[src/rtl/seven_seg_scan_ctrl.sv]
// Multiplexed seven-segment display controller: sequential double-dabble BCD
// conversion into a display buffer, then a timed common-anode digit scan.
module seven_seg_scan_ctrl #(
   parameter int unsigned NUM_DIGITS   = 4,
   parameter int unsigned DATA_W       = 13,
   parameter int unsigned REFRESH_BITS = 18
) (
   input  logic                  clk,
   input  logic                  rst_n,
   input  logic [DATA_W-1:0]     value,
   input  logic                  load,
   input  logic                  blank_lz,
   output logic                  busy,
   output logic                  ovf,
   output logic [NUM_DIGITS-1:0] anode,
   output logic [6:0]            seg
);

   localparam int unsigned BCD_W = 4 * NUM_DIGITS;
   localparam int unsigned IDX_W = (NUM_DIGITS > 1) ? $clog2(NUM_DIGITS) : 1;
   localparam int unsigned CNT_W = $clog2(DATA_W + 1);

   localparam logic [6:0] SEG_OFF  = 7'b1111111;
   localparam logic [6:0] SEG_DASH = 7'b1111110;

   function automatic logic [63:0] pow10(input int unsigned n);
      logic [63:0] p;
      p = 64'd1;
      for (int unsigned i = 0; i < n; i++) p = p * 64'd10;
      return p;
   endfunction

   localparam logic [63:0] OVF_LIMIT = pow10(NUM_DIGITS);

   function automatic logic [6:0] seg_decode(input logic [3:0] d);
      case (d)
         4'd0:    return 7'b0000001;
         4'd1:    return 7'b1001111;
         4'd2:    return 7'b0010010;
         4'd3:    return 7'b0000110;
         4'd4:    return 7'b1001100;
         4'd5:    return 7'b0100100;
         4'd6:    return 7'b0100000;
         4'd7:    return 7'b0001111;
         4'd8:    return 7'b0000000;
         4'd9:    return 7'b0000100;
         default: return 7'b0000001;
      endcase
   endfunction

   logic                    busy_q, busy_d;
   logic [CNT_W-1:0]        cnt_q, cnt_d;
   logic [DATA_W-1:0]       shreg_q, shreg_d;
   logic [BCD_W-1:0]        bcd_q, bcd_d;
   logic                    ovf_pend_q, ovf_pend_d;
   logic                    blank_pend_q, blank_pend_d;
   logic [BCD_W-1:0]        buf_q, buf_d;
   logic                    blank_q, blank_d;
   logic                    ovf_q, ovf_d;
   logic [REFRESH_BITS-1:0] refresh_q, refresh_d;
   logic [IDX_W-1:0]        idx_q, idx_d;
   logic [NUM_DIGITS-1:0]   anode_q, anode_d;
   logic [6:0]              seg_q, seg_d;

   logic [BCD_W-1:0]        bcd_adj;
   logic [BCD_W-1:0]        bcd_step;
   logic [3:0]              cur_digit;
   logic                    upper_zero;
   logic                    blank_now;

   // One double-dabble iteration: add 3 to nibbles >= 5, then shift in the next value bit.
   always_comb begin
      bcd_adj = bcd_q;
      for (int unsigned i = 0; i < NUM_DIGITS; i++) begin
         if (bcd_q[4*i +: 4] >= 4'd5) bcd_adj[4*i +: 4] = bcd_q[4*i +: 4] + 4'd3;
      end
      bcd_step = {bcd_adj[BCD_W-2:0], shreg_q[DATA_W-1]};
   end

   // Load handshake and conversion sequencing; buffer, blank flag and ovf commit together.
   always_comb begin
      busy_d       = busy_q;
      cnt_d        = cnt_q;
      shreg_d      = shreg_q;
      bcd_d        = bcd_q;
      ovf_pend_d   = ovf_pend_q;
      blank_pend_d = blank_pend_q;
      buf_d        = buf_q;
      blank_d      = blank_q;
      ovf_d        = ovf_q;
      if (!busy_q) begin
         if (load) begin
            busy_d       = 1'b1;
            cnt_d        = '0;
            shreg_d      = value;
            bcd_d        = '0;
            ovf_pend_d   = (64'(value) >= OVF_LIMIT);
            blank_pend_d = blank_lz;
         end
      end else begin
         bcd_d   = bcd_step;
         shreg_d = shreg_q << 1;
         cnt_d   = cnt_q + CNT_W'(1);
         if (cnt_q == CNT_W'(DATA_W - 1)) begin
            busy_d  = 1'b0;
            buf_d   = bcd_step;
            blank_d = blank_pend_q;
            ovf_d   = ovf_pend_q;
         end
      end
   end

   // Scan timing and per-digit output selection; outputs register one clock behind idx_q.
   always_comb begin
      refresh_d = refresh_q + REFRESH_BITS'(1);
      idx_d     = idx_q;
      if (&refresh_q) begin
         idx_d = (idx_q == IDX_W'(NUM_DIGITS - 1)) ? '0 : idx_q + IDX_W'(1);
      end

      cur_digit  = '0;
      upper_zero = 1'b1;
      for (int unsigned i = 0; i < NUM_DIGITS; i++) begin
         if (idx_q == IDX_W'(i)) cur_digit = buf_q[4*i +: 4];
         if ((IDX_W'(i) >= idx_q) && (buf_q[4*i +: 4] != 4'd0)) upper_zero = 1'b0;
      end
      blank_now = blank_q && !ovf_q && (idx_q != '0) && upper_zero;

      anode_d = ~(NUM_DIGITS'(1) << idx_q);
      seg_d   = ovf_q ? SEG_DASH : seg_decode(cur_digit);
      if (blank_now) begin
         anode_d = '1;
         seg_d   = SEG_OFF;
      end
   end

   always_ff @(posedge clk or negedge rst_n) begin
      if (!rst_n) begin
         busy_q       <= 1'b0;
         cnt_q        <= '0;
         shreg_q      <= '0;
         bcd_q        <= '0;
         ovf_pend_q   <= 1'b0;
         blank_pend_q <= 1'b0;
         buf_q        <= '0;
         blank_q      <= 1'b0;
         ovf_q        <= 1'b0;
         refresh_q    <= '0;
         idx_q        <= '0;
         anode_q      <= '1;
         seg_q        <= SEG_OFF;
      end else begin
         busy_q       <= busy_d;
         cnt_q        <= cnt_d;
         shreg_q      <= shreg_d;
         bcd_q        <= bcd_d;
         ovf_pend_q   <= ovf_pend_d;
         blank_pend_q <= blank_pend_d;
         buf_q        <= buf_d;
         blank_q      <= blank_d;
         ovf_q        <= ovf_d;
         refresh_q    <= refresh_d;
         idx_q        <= idx_d;
         anode_q      <= anode_d;
         seg_q        <= seg_d;
      end
   end

   assign busy  = busy_q;
   assign ovf   = ovf_q;
   assign anode = anode_q;
   assign seg   = seg_q;

endmodule

[config.mk]
export PLATFORM = sky130hd
export DESIGN_NAME = seven_seg_scan_ctrl
export DESIGN_NICKNAME = d
export VERILOG_FILES = /design/src/rtl/seven_seg_scan_ctrl.sv
export SDC_FILE = /design/constraint.sdc
export NUM_CORES = 1
export LEC_CHECK = 0
export BUFFER_PORTS_ARGS = -buffer_cell sky130_fd_sc_hd__clkbuf_2
export CAP_MARGIN = 20
export CORE_MARGIN = 4
export CORE_UTILIZATION = 55
export DETAILED_ROUTE_END_ITERATION = 8
export PLACE_DENSITY = 0.76
export SYNTH_ARGS = -nofsm -noshare
export SYNTH_HDL_FRONTEND = slang
export SYNTH_SLANG_ARGS = --single-unit
[constraint.sdc]
create_clock -name clk -period 6 [get_ports clk]
set_input_delay 0.6 -clock clk [delete_from_list [all_inputs] [get_ports clk]]
set_output_delay 0.6 -clock clk [all_outputs]
set_load 0.02 [all_outputs]
==> flow_summary_export.csv <==
group,metric,value,unit
sta,skew,8.43,ps
synthesis,synth_edf_count,0,
synthesis,synth_top_family_by_area,"simple AND/OR/NAND/NOR gates",
synthesis,synth_commonest_cells,"72 x dfrtp_1, 34 x nand2_1, 31 x mux2i_1, 31 x o21ai_0, 22 x inv_1",
job,maxCapViolations,0,
drt,drt-wirelength-per-cell,13.7,um
sta,final_max_slew_viol_count,0,
synthesis,synthFlopType,"dfrtp_1",
worst_setup_path,crit_family,"flip-flops",
synthesis,synth_cells,383,
cts,clkTransAtPathRegs,80,ps
drt,dr.pass1.iters,6,
sta,finalSetupViolCount,0,
worst_setup_path,cpPeakStageDelay,1020,ps
final_layout,fill_cells,575,
sta,fmax,438,MHz
sta,period_minus_slack,2290,ps
synthesis,synthMuxAreaShare,10.2,%
worst_setup_path,worst-path-max-fanout,56,
sta,finalHoldViolations,0,
worst_setup_path,r2r_end,"seg[6]$_DFF_PN1_",
synthesis,synth.top_cells.by_area,"dfrtp_1 43%, mux2i_1 7.4%, dfstp_2 6.9%, ha_1 6.0%, o21ai_0 3.7%",
global_routing,overflow,0,
global_routing,grtUsageTotal,16.8,%
pwr,irDropWorstVdd,0.218,mV
placed_design,pre_cts_ws,3180,ps
worst_setup_path,reg2reg_depth,7,
synthesis,synth_xor_area_share,4.60,%
sta,tns,0,ps
synthesis,yosysMostFrequentCell,"dfrtp_1",
cts,clock_path_buffers,2,
final_layout,diodes,0,
cts,htreeDepth,3,
pwr,power_density,438,nW/um^2
cts,cts_tree,"yes",
die,start_util,57.1,%
worst_setup_path,cp_cell_sequence,"clkbuf_2",
worst_setup_path,crit_type,"flop to primary output",
final_layout,finalNetCount,443,
placed_design,gp_congestion,0.820,
die,ios,30,
worst_setup_path,cp-start-kind,"flop",
global_routing,grt_pass1_wl,11800,um
placed_design,dp_hpwl,4690,um
synthesis,synthSimpleGateAreaFrac,15.1,%
sta,fin_hold_ws,169,ps
worst_setup_path,timing.rr.start,"idx_q[1]$_DFFE_PN0P_",
worst_setup_path,critPathRequiredTime,5400,ps
die,die_area,9070,um^2
sta,slew_headroom,35.0,%
worst_setup_path,crit_slowest_cell,"dfrtp_2",
worst_setup_path,path_buf_inv,1,
placed_design,port_buffers,28,
sta,finalCritPeriodShare,38.1,%
cts,postCtsSetupBuffers,0,
synthesis,synth_seq_cells,83,
synthesis,syn_area_per_cell,10.9,um^2
drt,viasPerCell,5.18,
die,std_cell_rows,31,
final_layout,drive_gt1_share,17.3,%
final_layout,areaGrowthSynthToFinish,9.62,%
global_routing,antenna_found_initial,0,
drt,vias,2640,
worst_setup_path,end_kind,"primary output",
synthesis,synth-adder-area-share,5.98,%
synthesis,ys_types,46,
synthesis,synth_top_area_share,43.0,%
synthesis,syn-num-nets,420,
drt,drt_iter0_drc,103,
synthesis,synth_compound_area_share,9.77,%
synthesis,yosysTopAreaCell,"dfrtp_1",
synthesis,syn_area,4190,um^2
cts,clock-sinks,83,
die,die_x,95.3,um
sta,worst_pin_slew,976,ps
synthesis,synth_seq_area_share,49.9,%
cts,insertion_delay,350,ps
worst_setup_path,crit_arrival,1690,ps
global_routing,grt_max_degree,84,
drt,ant_nets,0,
synthesis,ys_warn_count,0,
die,core_region_area,7330,um^2
cts,hold_buffers,0,
worst_setup_path,rrSetupSlack,3810,ps
drt,routed_wl,6980,um
pwr,finalPower,2.01,mW
die,chipHeight,95.3,um
cts,cts_resized,0,
cts,numCtsBuffers,9,
sta,rsz0062_at_grt,"false",
global_routing,grt_pass1_vias,2574,
synthesis,synthArstFlopShare,100,%
sta,fin_ws,3710,ps
pwr,leakagePower,2.19,nW
outcome,status,"completed",
worst_hold_path,hold_path_class,"input port to asynchronous set/reset pin",
cts,root_buffer,"clkbuf_8",
drt,drc,0,
## how the worst max path moves through the flow
stage / start / to / cells after the start
final: busy$_DFF_PN0_ / busy / 1
after global routing: idx_q[0]$_DFFE_PN0P_ / seg[6]$_DFF_PN1_ / 7
after CTS: busy$_DFF_PN0_ / blank_q$_DFFE_PN0P_ / 2
after detailed placement: busy$_DFF_PN0_ / blank_q$_DFFE_PN0P_ / 2
after global placement: busy$_DFF_PN0_ / buf_q[2]$_DFFE_PN0P_ / 2
after floorplan: idx_q[0]$_DFFE_PN0P_ / seg[2]$_DFF_PN1_ / 7
## registers in the layout, summed over array words and instances, names as in the netlist
signal,cells
anode,4
bcd_q,16
blank_pend_q,1
blank_q,1
buf_q,16
busy,1
cnt_q,4
idx_q,2
refresh_q,18
seg,7
shreg_q,13
## cell usage in the layout (no fill, tap or decap), types with 5 or more instances in the layout
cell,instances
mux2i_1,31
inv_1,22
nand3b_1,5
xor2_1,7
a21oi_1,12
mux2_2,9
clkbuf_8,10
nor3b_1,16
dfstp_2,11
xnor2_1,15
o21ai_0,31
nand3_1,8
nand2_1,34
nand2b_1,20
clkbuf_2,27
ha_1,20
dfrtp_1,71
nor2_1,10
## report_power, final
| part | internal, mW | leakage (nW) | switching (mW) |
|---|---|---|---|
| clock | 0.205 | 0.0909 | 0.190 |
| sequential | 0.748 | 1.04 | 0.167 |
| combinational | 0.341 | 1.06 | 0.362 |
| total | 1.29 | 2.19 | 0.719 |
## metrics by stage
step,instance area (um^2),cells,utilization [%]
floorplan,4190,383,-
global placement,4360,492,59.4
detailed placement,4360,492,59.4
CTS,4550,508,62.0
global route,4590,510,62.6
finish,4590,510,62.6
## cell type report
cell class	count	area [um^2]	share of cell area (%)
sequential	83	2090	45.6
multi-input combinational	260	1920	41.8
timing repair buffer	30	185	4.03
clock buffer	14	153	3.33
tap	99	124	2.70
inverter	22	82.6	1.80
clock inverter	2	37.5	0.818
## routing by layer
metal  GRT usage [%]  wire length (um)
met1            22.2              3310
met2            26.5              3360
met3            4.18               201
met4            7.09               109
met5               0                 0
## kinds of logic after synthesis
kind of cell	count (synthesis)
AO/OA/AOI/OAI	63
other	1
multiplexers	41
flip-flops	83
XOR/XNOR	22
AND/OR/NAND/NOR	113
adder cells (fa/ha/maj)	20
buffers and inverters	40
(Power assumes the default switching activity.)
